$ cat config.mk
export PLATFORM = sky130hd
export DESIGN_NAME = multi_mode_ff_bank
export DESIGN_NICKNAME = d
export VERILOG_FILES = /design/src/rtl/multi_mode_ff_bank.sv
export SDC_FILE = /design/constraint.sdc
export NUM_CORES = 1
export LEC_CHECK = 0
export CORE_MARGIN = 2
export CORE_UTILIZATION = 37
export CTS_CLUSTER_DIAMETER = 50
export DETAILED_ROUTE_END_ITERATION = 6
export PLACE_DENSITY_LB_ADDON = 0.05
export RECOVER_POWER = 25
export SETUP_SLACK_MARGIN = 0.15
export SYNTH_ARGS = -nofsm -noshare
export SYNTH_HDL_FRONTEND = slang
export SYNTH_SLANG_ARGS = --single-unit
$ cat constraint.sdc
create_clock -name clk -period 3.3 [get_ports clk]
set_clock_uncertainty 0.2 [all_clocks]
set_input_delay 0.495 -clock clk [delete_from_list [all_inputs] [get_ports clk]]
set_output_delay 0.495 -clock clk [all_outputs]
set_load 0.01 [all_outputs]
$ cat src/rtl/multi_mode_ff_bank.sv
// Bank of WIDTH flip-flops sharing one D/T/SR/JK mode select, with clock enable and async reset.
// Optional macro SR_ILLEGAL_DET_EN: SR with S=R=1 holds q and sets a sticky per-bit err flag.
module multi_mode_ff_bank #(
  parameter int               WIDTH     = 8,
  parameter logic [WIDTH-1:0] RESET_VAL = '0
) (
  input  logic             clk,
  input  logic             rst,
  input  logic             en,
  input  logic [1:0]       mode,
  input  logic [WIDTH-1:0] a,
  input  logic [WIDTH-1:0] b,
  input  logic             err_clr,
  output logic [WIDTH-1:0] q,
  output logic [WIDTH-1:0] qbar,
  output logic [WIDTH-1:0] err
);

  localparam logic [1:0] MODE_D  = 2'b00;
  localparam logic [1:0] MODE_T  = 2'b01;
  localparam logic [1:0] MODE_SR = 2'b10;
  localparam logic [1:0] MODE_JK = 2'b11;

  logic [WIDTH-1:0] q_q, q_d;

  // SR next state; the S=R=1 case either holds or is reset-dominant.
  function automatic logic [WIDTH-1:0] sr_next(input logic [WIDTH-1:0] cur,
                                               input logic [WIDTH-1:0] s,
                                               input logic [WIDTH-1:0] r);
`ifdef SR_ILLEGAL_DET_EN
    sr_next = (s & ~r) | (cur & ~(r & ~s));
`else
    sr_next = (s & ~r) | (cur & ~r);
`endif
  endfunction

  always_comb begin
    q_d = q_q;
    if (en) begin
      case (mode)
        MODE_D:  q_d = a;
        MODE_T:  q_d = q_q ^ a;
        MODE_SR: q_d = sr_next(q_q, a, b);
        MODE_JK: q_d = (a & ~q_q) | (~b & q_q);
        default: q_d = q_q;
      endcase
    end
  end

  always_ff @(posedge clk or posedge rst) begin
    if (rst) q_q <= RESET_VAL;
    else     q_q <= q_d;
  end

  assign q    = q_q;
  assign qbar = ~q_q;

`ifdef SR_ILLEGAL_DET_EN
  logic [WIDTH-1:0] err_q, err_d;
  logic [WIDTH-1:0] err_set;

  // A set event in the same cycle as err_clr wins for that bit.
  always_comb begin
    err_set = '0;
    if (en && (mode == MODE_SR)) err_set = a & b;
    err_d = (err_clr ? '0 : err_q) | err_set;
  end

  always_ff @(posedge clk or posedge rst) begin
    if (rst) err_q <= '0;
    else     err_q <= err_d;
  end

  assign err = err_q;
`else
  logic unused_err_clr;
  assign unused_err_clr = err_clr;
  assign err            = '0;
`endif

endmodule

### Yosys cells after proc, flatten, opt, wreduce, memory -nomap -nowiden

Index checks and enable logic that the tools add are counted.

| word-level totals | value |
|---|---|
| register bits after elaboration | 8 |
| output and inout bits | 24 |

| operators by class | value |
|---|---|
| equal/unequal tests | 3 |
| multiplexer cells | 1 |
| bitwise logic cells | 8 |
| reductions and logical operators | 1 |

Operators with widths:

| operator | number |
|---|---|
| $pmux W8 S4 | 1 |
| $and A8 B8 Y8 | 3 |
| $not A8 Y8 | 2 |
| $or A8 B8 Y8 | 2 |
| $xor A8 B8 Y8 | 1 |
| $eq A2 B2 Y1 const B | 2 |
| $eq A2 B1 Y1 const B | 1 |
| $logic_not A2 Y1 | 1 |

### Longest topological paths before layout

Gate-level depths: netlist of the first run.

| logic depth | value |
|---|---|
| word-level depth | 4 |
| depth in mapped cells | 4 |
| mapped depth without buffers | 3 |

### Worst setup path before layout of the first run

OpenSTA, ideal clock, no wires.

| timing | value |
|---|---|
| path kind | input -> register |
| start point | in mode[0] |
| end point | reg q_q[5], in the netlist q[5] |
| library setup time | 0.078 ns |
| data arrival time | 1.186 ns |
| data required time | 3.022 ns |
| setup slack | 1.837 ns |
| cell stages on the path | 4 |
| path buffers | 1 |
| path through | nor2b_1 buf_6 a311o_1 a21oi_1 |

| on the way | value |
|---|---|
| cells in the longest elaborated chain, start to end | 2 |

Ends and longest elaborated chain:

| element | RTL line | text |
|---|---|---|
| start, declared | 10 | `input logic [1:0] mode,` |
| $eq A2 B2 Y1, or another cell as far along | 40 | `case (mode)` |
| $pmux W8 S4 (*) | 40 |  |
| end signal, assigned | 52 | `else q_q <= q_d;` |
| end, declared | 24 | `logic [WIDTH-1:0] q_q, q_d;` |

Mark *: on every way between the ends. The rest lies on a longest branch, timed or not.
A chain may end at the register's enable or synchronous reset.

==> results.sh, run 1 <==
export IMPL_finalSetupTns_ps=0
export IMPL_clock_tree_from_tritoncts="done"
export IMPL_maxClockFrequency_mhz=488
export IMPL_flip_flop_count_of_the_largest_register_after_layout=8
export IMPL_cts_hold_buffers=0
export IMPL_floorplan_initialDensity_pct=38.8
export IMPL_die_width_um=46.3
export IMPL_place_area_mm2=0.00101
export IMPL_synth_top_area_share_pct=30.2
export IMPL_dr_total_vias=693
export IMPL_top_post_synthesis_cells_by_count="9 x inv_1, 8 x a21oi_1, 8 x buf_4, 8 x dfrtp_1"
export IMPL_power_per_cell_area_mw_per_mm2=406
export IMPL_post_route_util_pct=60.5
export IMPL_antenna_found_initial=0
export IMPL_min_delay_path_class="in2async"
export IMPL_floorplan_rows=15
export IMPL_finalSetupViolCount=0
export IMPL_clock_tree_root_cell="clkbuf_4"
export IMPL_synth_lib_cells_used_distinct=20
export IMPL_ys_seq_area_share_pct=30.2
export IMPL_p_leak_nw=0.452
export IMPL_yosysWarningCount=0
export IMPL_die_area_mm2=0.00214
export IMPL_synth_top_cells_by_area="dfrtp_1 30%, a22o_1 9.3%, a221oi_2 9.1%, buf_4 9.1%, and2_1 6.6%"
export IMPL_post_cts_resized_instances=0
export IMPL_coreArea_mm2=0.00171
export IMPL_antenna_cell_count=0
export IMPL_reg_clk_slew_reported_paths_ps=60
export IMPL_synthesized_instance_count=80
export IMPL_placement_setup_worst_slack_ps=942
export IMPL_type_of_the_setup_path_with_the_least_slack="in2reg"
export IMPL_drt_vias_per_instance=4.91
export IMPL_drcViolationCount=0
export IMPL_design_area_mm2=0.00103
export IMPL_post_synth_top_count_cell="inv_1"
export IMPL_slew_limit_headroom_pct=53.6
export IMPL_finalWeightedCongestion=0.666
export IMPL_number_of_buffers_added_by_the_clock_tree_synthesis_step=3
export IMPL_route_detailed_wl_per_inst_um=11.9
export IMPL_area_delta_synth_final_pct=56.1
export IMPL_finalWorstSetupSlack_ps=1250
export IMPL_number_of_i_o_port_buffers=36
export IMPL_timing_critical_path_fanout_max=17
export IMPL_drive_gt1_share_pct=7.76
export IMPL_hpwlAfterDp_um=1250
export IMPL_clock_sink_count=8
export IMPL_timing_final_max_slew_violations=0
export IMPL_drv_cap=0
export IMPL_postRouteWirelength_um=1680
export IMPL_num_nets_final=140
export IMPL_end_kind="flop"
export IMPL_worst_ir_drop_vdd_mv=0.278
export IMPL_grt_setup_unrepaired="false"
export IMPL_synth_largest_area_cell="dfrtp_1"
export IMPL_syn_area_per_cell_um2=8.27
export IMPL_outcome="finished clean"
export IMPL_synth_edff_count=0
export IMPL_timing_critical_path_required_ps=3190
export IMPL_post_cts_setup_buffer_count=0
export IMPL_ys_ff_latch=8
export IMPL_async_reset_ff_share_pct=100
export IMPL_grt_usage_pct=17.5
export IMPL_timing_final_hold_violations=0
export IMPL_initialDrtViolationCount=4
export IMPL_antenna_violating_nets_post_route=0
export IMPL_fp_dieH_um=46.3
export IMPL_grt_first_pass_wirelength_um=2680
export IMPL_insertion_delay_ps=250
export IMPL_worst_slew_pin_slew_ps=695
export IMPL_first_pass_iters=4
export IMPL_synth_flop_cell="dfrtp_1"
export IMPL_crit_arrival_ps=1940
export IMPL_post_route_period_util_pct=62.1
export IMPL_first_global_vias=672
export IMPL_fin_crit_ps=2050
export IMPL_startpoint_type="input port"
export IMPL_num_io_pins=46
export IMPL_htree_levels=1
export IMPL_globalRoute_totalOverflow=0
export IMPL_clockBufferDepth=2
export IMPL_grt_start_max_net_pins=26
export IMPL_syn_cell_area_um2=662
-- critical path, stage by stage --
cell and delay (ps):
clkdlybuf4s50_1 450, buf_4 190, nor2b_1 590, a221oi_1 210
-- per-stage QoR --
| stage | hold WS (ps) | total power [mW] | std cells |
|---|---|---|---|
| 3_5_place_dp | 417 | 0.346 | 138 |
| 6_report | 417 | 0.419 | 141 |
| 2_1_floorplan | 111 | 0.232 | 87 |
| 5_1_grt | 454 | 0.451 | 141 |
| 4_1_cts | 297 | 0.425 | 141 |
| 3_3_place_gp | 386 | 0.341 | 138 |
-- final timing paths --
path                                       start                to  slack (ps)  depth (start not counted)
worst max-delay path                          en  q[2]$_DFFE_PP0P_        1250                          4
min in group clk                q[3]$_DFFE_PP0P_  q[3]$_DFFE_PP0P_         420                          2
worst max register to register  q[5]$_DFFE_PP0P_  q[5]$_DFFE_PP0P_        2000                          3
max in group asynchronous                    rst  q[4]$_DFFE_PP0P_        2240                          2
worst min-delay path                         rst  q[2]$_DFFE_PP0P_         420                          2
worst min register to register  q[3]$_DFFE_PP0P_  q[3]$_DFFE_PP0P_         420                          2
-- area by class of cell --
class | count | area [µm²]
multi-input combinational | 58 | 370
clock buffer | 3 | 22.5
inverter | 9 | 33.8
fill | 170 | 674
tap | 25 | 31.3
timing repair buffer | 38 | 375
sequential | 8 | 200
-- metal layers --
metal	track usage [%]	up-vias	share of wire, %
met5	0	-	0
met4	8.00	0	0.72
met3	5.10	2	5.6
met2	29.7	25	49
met1	20.0	323	44
li1	-	343	-
-- report_power, final --
part           internal (mW)  switching, mW
clock network         0.0417         0.0350
logic                  0.121         0.0830
registers              0.118         0.0206
total                  0.281          0.139
-- cell usage in the layout (no fill, tap or decap) --
cell type,n
dfrtp_1,8
nand2_1,7
inv_1,9
conb_1,8
and3_1,1
clkdlybuf4s50_1,35
a31oi_1,1
and2_1,7
buf_4,2
dlygate4sd3_1,1
nand3b_1,1
nor2b_1,2
o21ai_0,7
a22o_1,7
clkbuf_4,3
a311o_1,1
a221oi_1,3
a21oi_1,8
a221oi_2,4
nor3_1,1
-- cell families after synthesis --
kind of cell    count (synthesis)  synth area share, %
simple gates                   19                 15.3
buf+inv                        21                 17.8
compound gates                 31                 36.1
other cells                     1                0.567
flops                           8                 30.2
Power figures use the tool's default switching activity.
==> run 2: changes to the inputs <==
--- a/config.mk
+++ b/config.mk
@@ -6,7 +6,7 @@
 export NUM_CORES = 1
 export LEC_CHECK = 0
 export CORE_MARGIN = 2
-export CORE_UTILIZATION = 37
+export CORE_UTILIZATION = 34
 export CTS_CLUSTER_DIAMETER = 50
 export DETAILED_ROUTE_END_ITERATION = 6
 export PLACE_DENSITY_LB_ADDON = 0.05
==> constraint.sdc (replaced) <==
create_clock -name clk -period 1.9 [get_ports clk]
set_clock_uncertainty 0.2 [all_clocks]
set_input_delay 0.285 -clock clk [delete_from_list [all_inputs] [get_ports clk]]
set_output_delay 0.285 -clock clk [all_outputs]
set_load 0.01 [all_outputs]
==> run 2 against run 1 <==
  * Combinational power up 75%
  * Clock power up 80%
  * Flip-flop and latch count unchanged
  * Cell area up 4.0%
  * Hold slack worse by 200 ps
  * Via count up 3.6%
  * Die area up 8.0%
  * Global-route usage down 1.8 points
  * Sequential power up 71%
  * Highest routed layer unchanged
==> results.sh, run 2 (synthesized netlist as in run 1, its figures left out) <==
export IMPL_design_area_mm2=0.00107
export IMPL_grt_usage_pct=15.7
export IMPL_flip_flop_count_of_the_largest_register_after_layout=8
export IMPL_num_nets_final=144
export IMPL_clock_sink_count=8
export IMPL_maxClockFrequency_mhz=585
export IMPL_coreArea_mm2=0.00178
export IMPL_die_width_um=48.1
export IMPL_mostFrequentLayoutCell="clkdlybuf4s50_1"
export IMPL_end_kind="output port"
export IMPL_finalWeightedCongestion=0.669
export IMPL_min_delay_path_class="in2async"
export IMPL_dp_cells=140
export IMPL_startpoint_type="flop"
export IMPL_drive_gt1_share_pct=12.5
export IMPL_htree_levels=1
export IMPL_number_of_i_o_port_buffers=36
export IMPL_finalSetupViolCount=0
export IMPL_post_route_period_util_pct=89.9
export IMPL_p_leak_nw=0.517
export IMPL_placement_setup_worst_slack_ps=-86.1
export IMPL_hpwlAfterDp_um=1270
export IMPL_globalRoute_totalOverflow=0
export IMPL_antenna_found_initial=0
export IMPL_timing_final_max_slew_violations=0
export IMPL_dr_total_vias=718
export IMPL_antenna_violating_nets_post_route=0
export IMPL_drv_cap=0
export IMPL_leading_cell_types_in_the_layout_fill_and_taps_excluded="28 x clkdlybuf4s50_1, 9 x inv_1, 8 x a21oi_1, 8 x conb_1, 8 x dfrtp_1"
export IMPL_clock_tree_from_tritoncts="done"
export IMPL_initialDrtViolationCount=9
export IMPL_antenna_cell_count=0
export IMPL_floorplan_rows=15
export IMPL_first_global_vias=577
export IMPL_grt_start_max_net_pins=17
export IMPL_power_per_cell_area_mw_per_mm2=681
export IMPL_fin_crit_ps=1710
export IMPL_fp_dieH_um=48.1
export IMPL_slack_of_the_worst_reg_to_reg_path_ps=520
export IMPL_reg_clk_slew_reported_paths_ps=60
export IMPL_timing_critical_path_fanout_max=3
export IMPL_finalWorstSetupSlack_ps=192
export IMPL_clock_tree_root_cell="clkbuf_4"
export IMPL_postRouteWirelength_um=1680
export IMPL_drcViolationCount=0
export IMPL_insertion_delay_ps=260
export IMPL_grt_setup_unrepaired="false"
export IMPL_number_of_buffers_added_by_the_clock_tree_synthesis_step=3
export IMPL_cts_hold_buffers=0
export IMPL_seqCellArea_um2=200
export IMPL_place_area_mm2=0.00103
export IMPL_first_pass_iters=4
export IMPL_floorplan_initialDensity_pct=37.1
export IMPL_crit_arrival_ps=1220
export IMPL_drt_vias_per_instance=4.95
export IMPL_num_io_pins=46
export IMPL_timing_critical_path_required_ps=1410
export IMPL_outcome="finished clean"
export IMPL_type_of_the_setup_path_with_the_least_slack="reg2out"
export IMPL_worst_ir_drop_vdd_mv=0.420
export IMPL_timing_final_hold_violations=0
export IMPL_final_fill_count=167
export IMPL_clockBufferDepth=2
export IMPL_grt_first_pass_wirelength_um=2440
export IMPL_final_cells=145
export IMPL_die_area_mm2=0.00232
export IMPL_multi_input_comb_area_um2=375
export IMPL_route_detailed_wl_per_inst_um=11.6
export IMPL_area_delta_synth_final_pct=62.4
==> run 2: cell count changes in the layout (fill, tap and decap cells not counted), sizes merged <==
| cell | previous run | this run |
|---|---|---|
| buf | 2 | 6 |
| clkdlybuf4s50 | 35 | 28 |
| dlygate4sd2 | 0 | 3 |
| dlymetal6s2s | 0 | 4 |
==> run 2: final timing paths <==
| path | cells after the start | to | startpoint |
|---|---|---|---|
| max in group asynchronous | 2 | q[5]$_DFFE_PP0P_ | rst |
| worst min-delay path | 2 | q[7]$_DFFE_PP0P_ | rst |
| worst min register to register | 2 | q[1]$_DFFE_PP0P_ | q[1]$_DFFE_PP0P_ |
| worst max register to register | 4 | q[5]$_DFFE_PP0P_ | q[5]$_DFFE_PP0P_ |
| min in group clk | 2 | q[1]$_DFFE_PP0P_ | q[1]$_DFFE_PP0P_ |
| worst max-delay path | 2 | qbar[6] | q[6]$_DFFE_PP0P_ |
==> run 2: layout make-up <==
| type | instances | area share (%) |
|---|---|---|
| Clock buffer | 3 | 2.10 |
| Inverter | 9 | 3.14 |
| Multi-Input combinational cell | 58 | 34.9 |
| Sequential cell | 8 | 18.6 |
| Tap cell | 25 | 2.91 |
| Timing Repair Buffer | 42 | 38.3 |
==> run 2: repair_timing <==
item	4_1_cts	5_1_grt
setup buffers	1	1
endpoints found under the setup margin	4	11
gates resized for setup	3	6
==> run 2: worst max-delay path, cell delays in order, from the launching register on <==
cell             delay (ps)
dfrtp_1                 390
inv_1                    60
clkdlybuf4s50_1         520
==> run 2: power breakdown <==
group / switching [mW] / internal (mW) / leakage (nW) / total, mW
Clock: 0.0649 / 0.0728 / 0.0138 / 0.138
Combinational: 0.147 / 0.210 / 0.411 / 0.357
Sequential: 0.0324 / 0.205 / 0.0923 / 0.237
Total: 0.244 / 0.488 / 0.517 / 0.732
==> run 2: through the flow <==
stage                     util [%]  power, mW  hold WS (ps)  TNS [ps]
after CTS                     59.0      0.739          92.3         0
after global routing          60.3      0.783           268         0
final                         60.3      0.732           219         0
after global placement        57.5      0.593           370      -583
after floorplan                  -      0.402         -99.3         0
after detailed placement      57.5      0.602           375      -620
==> run 2: routing by layer <==
metal	part of all wire, %	wire [µm]	vias up	GRT usage, %
li1	-	-	355	-
met1	46	773	323	19.9
met2	45	750	36	25.1
met3	7.4	125	4	2.22
met4	2.0	33	0	9.73
met5	0	0	-	0
